$ cat config.mk
export PLATFORM = sky130hd
export DESIGN_NAME = snn_debug_probe_flat
export DESIGN_NICKNAME = d
export VERILOG_FILES = /design/src/rtl/snn_debug_probe_if.sv /design/src/rtl/snn_debug_probe.sv /design/src/flat_wrapper.sv
export SDC_FILE = /design/constraint.sdc
export NUM_CORES = 1
export LEC_CHECK = 0
export CORE_MARGIN = 1.5
export CORE_UTILIZATION = 45
export DETAILED_ROUTE_END_ITERATION = 16
export PLACE_DENSITY = 0.81
export SYNTH_ARGS = -nofsm -noshare
export SYNTH_HDL_FRONTEND = slang
export SYNTH_SLANG_ARGS = --single-unit
export TNS_END_PERCENT = 5
$ cat constraint.sdc
create_clock -name clk -period 2.6 [get_ports clk]
set_clock_uncertainty 0.1 [all_clocks]
set_input_delay 0.52 -clock clk [delete_from_list [all_inputs] [get_ports clk]]
set_output_delay 0.52 -clock clk [all_outputs]
set_load 0.05 [all_outputs]
$ cat src/rtl/snn_debug_probe_if.sv
// Probe-side bundle: config/strobe inputs, SNN state taps and the registered debug port.
interface snn_debug_probe_if #(
  parameter int N_NEURONS   = 24,
  parameter int MP_WIDTH    = 5,
  parameter int N_LAYERS    = 3,
  parameter int LAYER_WIDTH = 8,
  parameter int OUT_WIDTH   = 8
);
  logic                              en;
  logic [7:0]                        debug_config_in;
  logic                              step;
  logic                              capture;
  logic [N_NEURONS*MP_WIDTH-1:0]     membrane_potentials;
  logic [N_LAYERS*LAYER_WIDTH-1:0]   output_spikes;
  logic [OUT_WIDTH-1:0]              debug_output;
  logic                              debug_valid;
  logic                              debug_frame;

  modport master (
    output en, debug_config_in, step, capture, membrane_potentials, output_spikes,
    input  debug_output, debug_valid, debug_frame
  );

  modport slave (
    input  en, debug_config_in, step, capture, membrane_potentials, output_spikes,
    output debug_output, debug_valid, debug_frame
  );
endinterface

$ cat src/rtl/snn_debug_probe.sv
// SNN debug probe: muxes one potential or spike layer onto a registered debug port,
// with LIVE / HOLD snapshot / SCAN sweep / COUNT saturating spike counter modes.
module snn_debug_probe #(
  parameter int N_NEURONS   = 24,
  parameter int MP_WIDTH    = 5,
  parameter int N_LAYERS    = 3,
  parameter int LAYER_WIDTH = 8,
  parameter int OUT_WIDTH   = 8
) (
  input logic              clk,
  input logic              rst,
  snn_debug_probe_if.slave bus
);
  localparam int N_SRC = N_NEURONS + N_LAYERS;

  typedef enum logic [1:0] {
    MODE_LIVE  = 2'b00,
    MODE_HOLD  = 2'b01,
    MODE_SCAN  = 2'b10,
    MODE_COUNT = 2'b11
  } mode_t;

  logic [7:0]           r_cfg;
  logic [5:0]           r_ptr;
  logic [OUT_WIDTH-1:0] r_cnt;
  logic [OUT_WIDTH-1:0] r_out;
  logic                 r_valid;
  logic                 r_frame;

  mode_t                w_mode;
  logic [5:0]           w_idx;
  logic [63:0][OUT_WIDTH-1:0] w_src;
  logic [63:0]          w_spk_pad;
  logic                 w_hit;
  logic                 w_ptr_last;
  logic [OUT_WIDTH-1:0] w_cnt_nxt;

  assign w_mode = mode_t'(r_cfg[7:6]);
  assign w_idx  = r_cfg[5:0];

  // Full 64-entry source table; entries past the last layer read as zero.
  for (genvar k = 0; k < 64; k++) begin : g_src
    if (k < N_NEURONS) begin : g_mp
      assign w_src[k] = OUT_WIDTH'(bus.membrane_potentials[k*MP_WIDTH +: MP_WIDTH]);
    end else if (k < N_SRC) begin : g_ly
      assign w_src[k] = OUT_WIDTH'(bus.output_spikes[(k-N_NEURONS)*LAYER_WIDTH +: LAYER_WIDTH]);
    end else begin : g_zero
      assign w_src[k] = '0;
    end
  end

  // Zero padding makes out-of-range spike bit indices never count.
  assign w_spk_pad  = 64'(bus.output_spikes);
  assign w_hit      = w_spk_pad[w_idx];
  assign w_ptr_last = (r_ptr == 6'(N_SRC - 1));

  always_comb begin
    w_cnt_nxt = r_cnt;
    if (bus.step && w_hit && (r_cnt != {OUT_WIDTH{1'b1}}))
      w_cnt_nxt = r_cnt + 1'b1;
  end

  always_ff @(posedge clk) begin
    if (rst) begin
      r_cfg   <= '0;
      r_ptr   <= '0;
      r_cnt   <= '0;
      r_out   <= '0;
      r_valid <= 1'b0;
      r_frame <= 1'b0;
    end else if (bus.en) begin
      // Config write flushes all mode state; new mode takes over next edge.
      r_cfg   <= bus.debug_config_in;
      r_ptr   <= '0;
      r_cnt   <= '0;
      r_out   <= '0;
      r_valid <= 1'b0;
      r_frame <= 1'b0;
    end else begin
      case (w_mode)
        MODE_LIVE: begin
          r_out   <= w_src[w_idx];
          r_valid <= 1'b1;
          r_frame <= 1'b0;
        end
        MODE_HOLD: begin
          // r_out doubles as the snapshot register; valid is sticky.
          r_frame <= 1'b0;
          if (bus.capture) begin
            r_out   <= w_src[w_idx];
            r_valid <= 1'b1;
          end
        end
        MODE_SCAN: begin
          r_valid <= 1'b0;
          r_frame <= 1'b0;
          if (bus.step) begin
            r_out   <= w_src[r_ptr];
            r_valid <= 1'b1;
            r_frame <= (r_ptr == 6'd0);
            r_ptr   <= w_ptr_last ? 6'd0 : r_ptr + 6'd1;
          end
        end
        MODE_COUNT: begin
          r_cnt   <= w_cnt_nxt;
          r_out   <= w_cnt_nxt;
          r_valid <= 1'b1;
          r_frame <= 1'b0;
        end
        default: begin
          r_out   <= '0;
          r_valid <= 1'b0;
          r_frame <= 1'b0;
        end
      endcase
    end
  end

  assign bus.debug_output = r_out;
  assign bus.debug_valid  = r_valid;
  assign bus.debug_frame  = r_frame;

endmodule
$ cat src/flat_wrapper.sv
// flat-port wrapper written by rule: the top's interface ports become plain ports
module snn_debug_probe_flat 
#(
  parameter int N_NEURONS   = 24,
  parameter int MP_WIDTH    = 5,
  parameter int N_LAYERS    = 3,
  parameter int LAYER_WIDTH = 8,
  parameter int OUT_WIDTH   = 8
)
  (clk, rst, bus_en, bus_debug_config_in, bus_step, bus_capture, bus_membrane_potentials, bus_output_spikes, bus_debug_output, bus_debug_valid, bus_debug_frame);
  snn_debug_probe_if #(.N_NEURONS(N_NEURONS), .MP_WIDTH(MP_WIDTH), .N_LAYERS(N_LAYERS), .LAYER_WIDTH(LAYER_WIDTH), .OUT_WIDTH(OUT_WIDTH)) bus_i ();
  input logic clk;
  input logic rst;
  input wire logic [$bits(bus_i.en)-1:0] bus_en;
  input wire logic [$bits(bus_i.debug_config_in)-1:0] bus_debug_config_in;
  input wire logic [$bits(bus_i.step)-1:0] bus_step;
  input wire logic [$bits(bus_i.capture)-1:0] bus_capture;
  input wire logic [$bits(bus_i.membrane_potentials)-1:0] bus_membrane_potentials;
  input wire logic [$bits(bus_i.output_spikes)-1:0] bus_output_spikes;
  output wire logic [$bits(bus_i.debug_output)-1:0] bus_debug_output;
  output wire logic [$bits(bus_i.debug_valid)-1:0] bus_debug_valid;
  output wire logic [$bits(bus_i.debug_frame)-1:0] bus_debug_frame;
  assign bus_i.en = bus_en;
  assign bus_i.debug_config_in = bus_debug_config_in;
  assign bus_i.step = bus_step;
  assign bus_i.capture = bus_capture;
  assign bus_i.membrane_potentials = bus_membrane_potentials;
  assign bus_i.output_spikes = bus_output_spikes;
  assign bus_debug_output = bus_i.debug_output;
  assign bus_debug_valid = bus_i.debug_valid;
  assign bus_debug_frame = bus_i.debug_frame;
  snn_debug_probe #(.N_NEURONS(N_NEURONS), .MP_WIDTH(MP_WIDTH), .N_LAYERS(N_LAYERS), .LAYER_WIDTH(LAYER_WIDTH), .OUT_WIDTH(OUT_WIDTH)) u_core (.clk(clk), .rst(rst), .bus(bus_i));
endmodule
==> key figures, run 1 <==
Outcome
  • Run status: finished, violations left
  • Failing checks: negative setup slack

STA
  • Unrepaired setup endpoints after global routing: true
  • Slew headroom: 0.471
  • Slew Viols, Final: 0
  • Worst-Margin Slew: a little under 0.8 ns
  • Final hold vios: 0
  • Final min period: between 2 and 3 ns
  • Setup ws final: -0.0509 ns
  • Final period util: 1.02
  • Fmax: ~380 MHz
  • Hold_ws: 0.416 ns
  • Endpoints failing setup: 1

Cells and area
  • Area growth syn-to-layout: 55.0%
  • Share of cells above drive strength 1: 0.232
  • Fin area: approximately 6500 µm²
  • Most common cell after layout, fill and taps aside: clkdlybuf4s50_1
  • Layout Utilization: 0.715
  • # diodes: 0
  • Most frequent cells in the layout: clkdlybuf4s50_1, buf_4, mux4_2, nor2_1, nand2_1
  • Nets: ~800

Floorplan
  • Initial Util: 0.461
  • I/O pin total: 167
  • Core region area: slightly above 9000 µm²
  • Die area: 9970 µm²
  • Width of the chip: 99.9 µm
  • # rows: 35
  • Die H: about 100 µm

Critical path
  • Worst setup EP type: flop
  • CP top delay family: compound AO/OA/AOI/OAI gates
  • Startpoint Class: flop
  • Crit-path cells: buf_12 > mux4_2 > and2_1 > a211oi_1 > a211oi_1 > a311oi_1 > buf_4 > a31oi_1
  • Critical R2R Launch: u_core.r_cfg[0]
  • CP Class: flop to flop
  • Slowest stage delay, CP: 0.51 ns
  • FF-to-FF End: u_core.bus.debug_output[0]
  • Worst path required time: 2.67 ns
  • R2R cell count: 8
  • Crit path buffers/inverters: 2
  • Slowest CP cell: mux4_2
  • Crit path DAT: roughly 2.7 ns
  • Reg2reg setup slack: -0.05 ns
  • Crit. path cell count: 8
  • CP most frequent cell: a211oi_1
  • Maximum fanout along the worst path: 20

Worst hold path
  • Endpoint, Worst Hold: u_core.r_cnt[0]
  • Hold/Removal Path Class: flop to flop
  • Hold path startpoint: u_core.r_cnt[0]
  • Cells on Worst Hold Path: 2

CTS
  • Root Buffer: clkbuf_8
  • Post-CTS Hold Buffers: 0
  • Post-CTS Setup Inserts: 0
  • H-Tree Depth: 2
  • TritonCTS Buffers: 5
  • Clock-pin slew on the worst setup and hold paths: roughly 0.080 ns
  • Clock Path Buffers: 2
  • CTS sink count: 32
  • CTS tree: built
  • Clock latency on the worst-skew pair: a little under 0.3 ns

GRT
  • Largest net degree at the start of global routing: 27
  • Initial antenna violation count: 0
  • Number of global-route vias before repair: 4952
  • Global route total overflow: 0
  • First-pass GRT wire length: between 20 and 25 mm
  • Overall Global Routing Usage: 0.318

Synthesis
  • Gate Count Post-Synth: approximately 450
  • Main synth FF type: dfxtp_1
  • Yosys reg bits: 32
  • Synth warn: 0
  • Register area share after synthesis: 0.152
  • Top cell type's share of synthesized area: 0.304
  • Async SR Flop Fraction: 0
  • EDFF count, synth: 0
  • Largest area contributor in the netlist: mux4_2
  • Post-Syn Area: around 4200 µm²
  • Yosys cell types: 56
  • Post-Syn Nets: 615
  • Syn_area_per_cell: slightly above 9 µm²
  • Top cells by area, synth: mux4_2, dfxtp_1, mux2i_1

Placed design
  • Placed cell area: about 6400 µm²
  • Final Wtd Congestion: 0.973
  • HPWL after DPL: between 10 and 15 mm
  • Port bufs: 166
  • Dpl ws: -0.305 ns

Route
  • Routed Antenna Nets: 0
  • Post-route DRC violation count: 0
  • Vias: 4867
  • Drt initial violations: between 300 and 400
  • Pre-Repair DR Iteration Count: 5
  • Routed len/inst: between 20 and 25 µm
  • WL final: between 15 and 20 mm
  • Vias per cell: roughly 6.4

Power and ir drop
  • P per Cell Area: between 200 and 300 nW/µm²
  • Overall power: around 1.9 mW
  • Lkg Pwr: ~2.3 nW
  • VDD IR max: approximately 0.20 mV

Flow run
  • Max-cap check violation count: 0
-- flip-flops by register name, summed over array words and instances, names as in the netlist --
signal and cells:
u_core.r_ptr 6, u_core.bus.debug_frame 1, u_core.r_cnt 8, u_core.bus.debug_output 8, u_core.bus.debug_valid 1, u_core.r_cfg 8
-- report_power, final --
part	internal (mW)	switching, mW	total (mW)
clock	0.338	0.198	0.537
sequential	0.505	0.0300	0.535
combinational	0.491	0.332	0.823
total	1.33	0.560	1.89
-- cells in the mapped netlist, types with 4 or more instances --
cell type and n:
nand2_1 45, mux2i_1 40, a211oi_1 16, nor2b_1 9, nand3_1 10, a311oi_1 5
nor3_1 5, nand4_1 5, and2_1 5, ha_1 4, clkbuf_1 18, mux2_2 6
o211ai_1 7, inv_1 11, a22oi_1 8, buf_6 4, o22ai_1 6, nor2_1 49
dfxtp_1 32, xor2_1 6, buf_2 10, a21oi_1 14, o21ai_0 23, mux4_2 57
a31oi_1 6
-- per-layer routing --
| layer | track usage | wire length (µm) |
|---|---|---|
| met5 | 0 | 0 |
| met4 | 0.140 | 701 |
| met1 | 0.370 | 5800 |
| met3 | 0.0536 | 1180 |
| met2 | 0.574 | 8100 |
-- tightest hold or removal path, delay by kind of cell (launching register included) --
kind / cells / cell delay, ns
flops: 1 / 0.35
simple gates: 1 / 0.07
compound gates: 1 / 0.05
-- layout make-up --
| type | instances | area, µm² |
|---|---|---|
| Clock buffer | 7 | 96.3 |
| Clock inverter | 1 | 30.0 |
| Fill cell | 692 | 2610 |
| Inverter | 12 | 45.0 |
| Multi-Input combinational cell | 373 | 3380 |
| Sequential cell | 32 | 651 |
| Tap cell | 111 | 139 |
| Timing Repair Buffer | 230 | 2200 |
-- cells by family after synthesis --
| group | Yosys count | share of synthesized area |
|---|---|---|
| DFF | 32 | 0.152 |
| muxes | 103 | 0.415 |
| and+or+nand+nor | 143 | 0.153 |
| adders and majority gates | 4 | 0.0119 |
| xor gates and xnor gates | 8 | 0.0166 |
| AOI/OAI and AO/OA | 115 | 0.197 |
| buffers and inverters | 49 | 0.0554 |
-- worst max-delay path by stage --
stage                           from                    endpoint  slack (ns)
3_5_place_dp   bus_output_spikes[10]             u_core.r_cnt[4]       -0.30
5_1_grt              u_core.r_cfg[0]  u_core.bus.debug_output[0]       -0.06
6_report             u_core.r_cfg[0]  u_core.bus.debug_output[0]       -0.05
3_3_place_gp    bus_output_spikes[0]  u_core.bus.debug_output[3]       -0.30
2_1_floorplan        u_core.r_cfg[0]  u_core.bus.debug_output[0]        0.22
4_1_cts              u_core.r_ptr[0]  u_core.bus.debug_output[2]       0.009
-- metrics by stage --
stage | cells | TNS [ns]
after floorplan | 454 | 0
after global placement | 758 | -3.92
final | 766 | -0.0509
after CTS | 766 | 0
after detailed placement | 758 | -3.75
after global routing | 766 | -0.140
-- repair_timing --
action	in CTS	in global routing
pin swaps	1	3
endpoints found under the setup margin	5	16
gates resized for setup	2	10
No activity file was read; power rests on OpenSTA's default activity.
==> run 2, diff against run 1 <==
CTS_CLUSTER_DIAMETER = 120   (was not set)
CTS_CLUSTER_SIZE = 30   (was not set)
==> results of run 2 <==
Same layout as run 1: the final DEF is identical, and so are final timing and power.
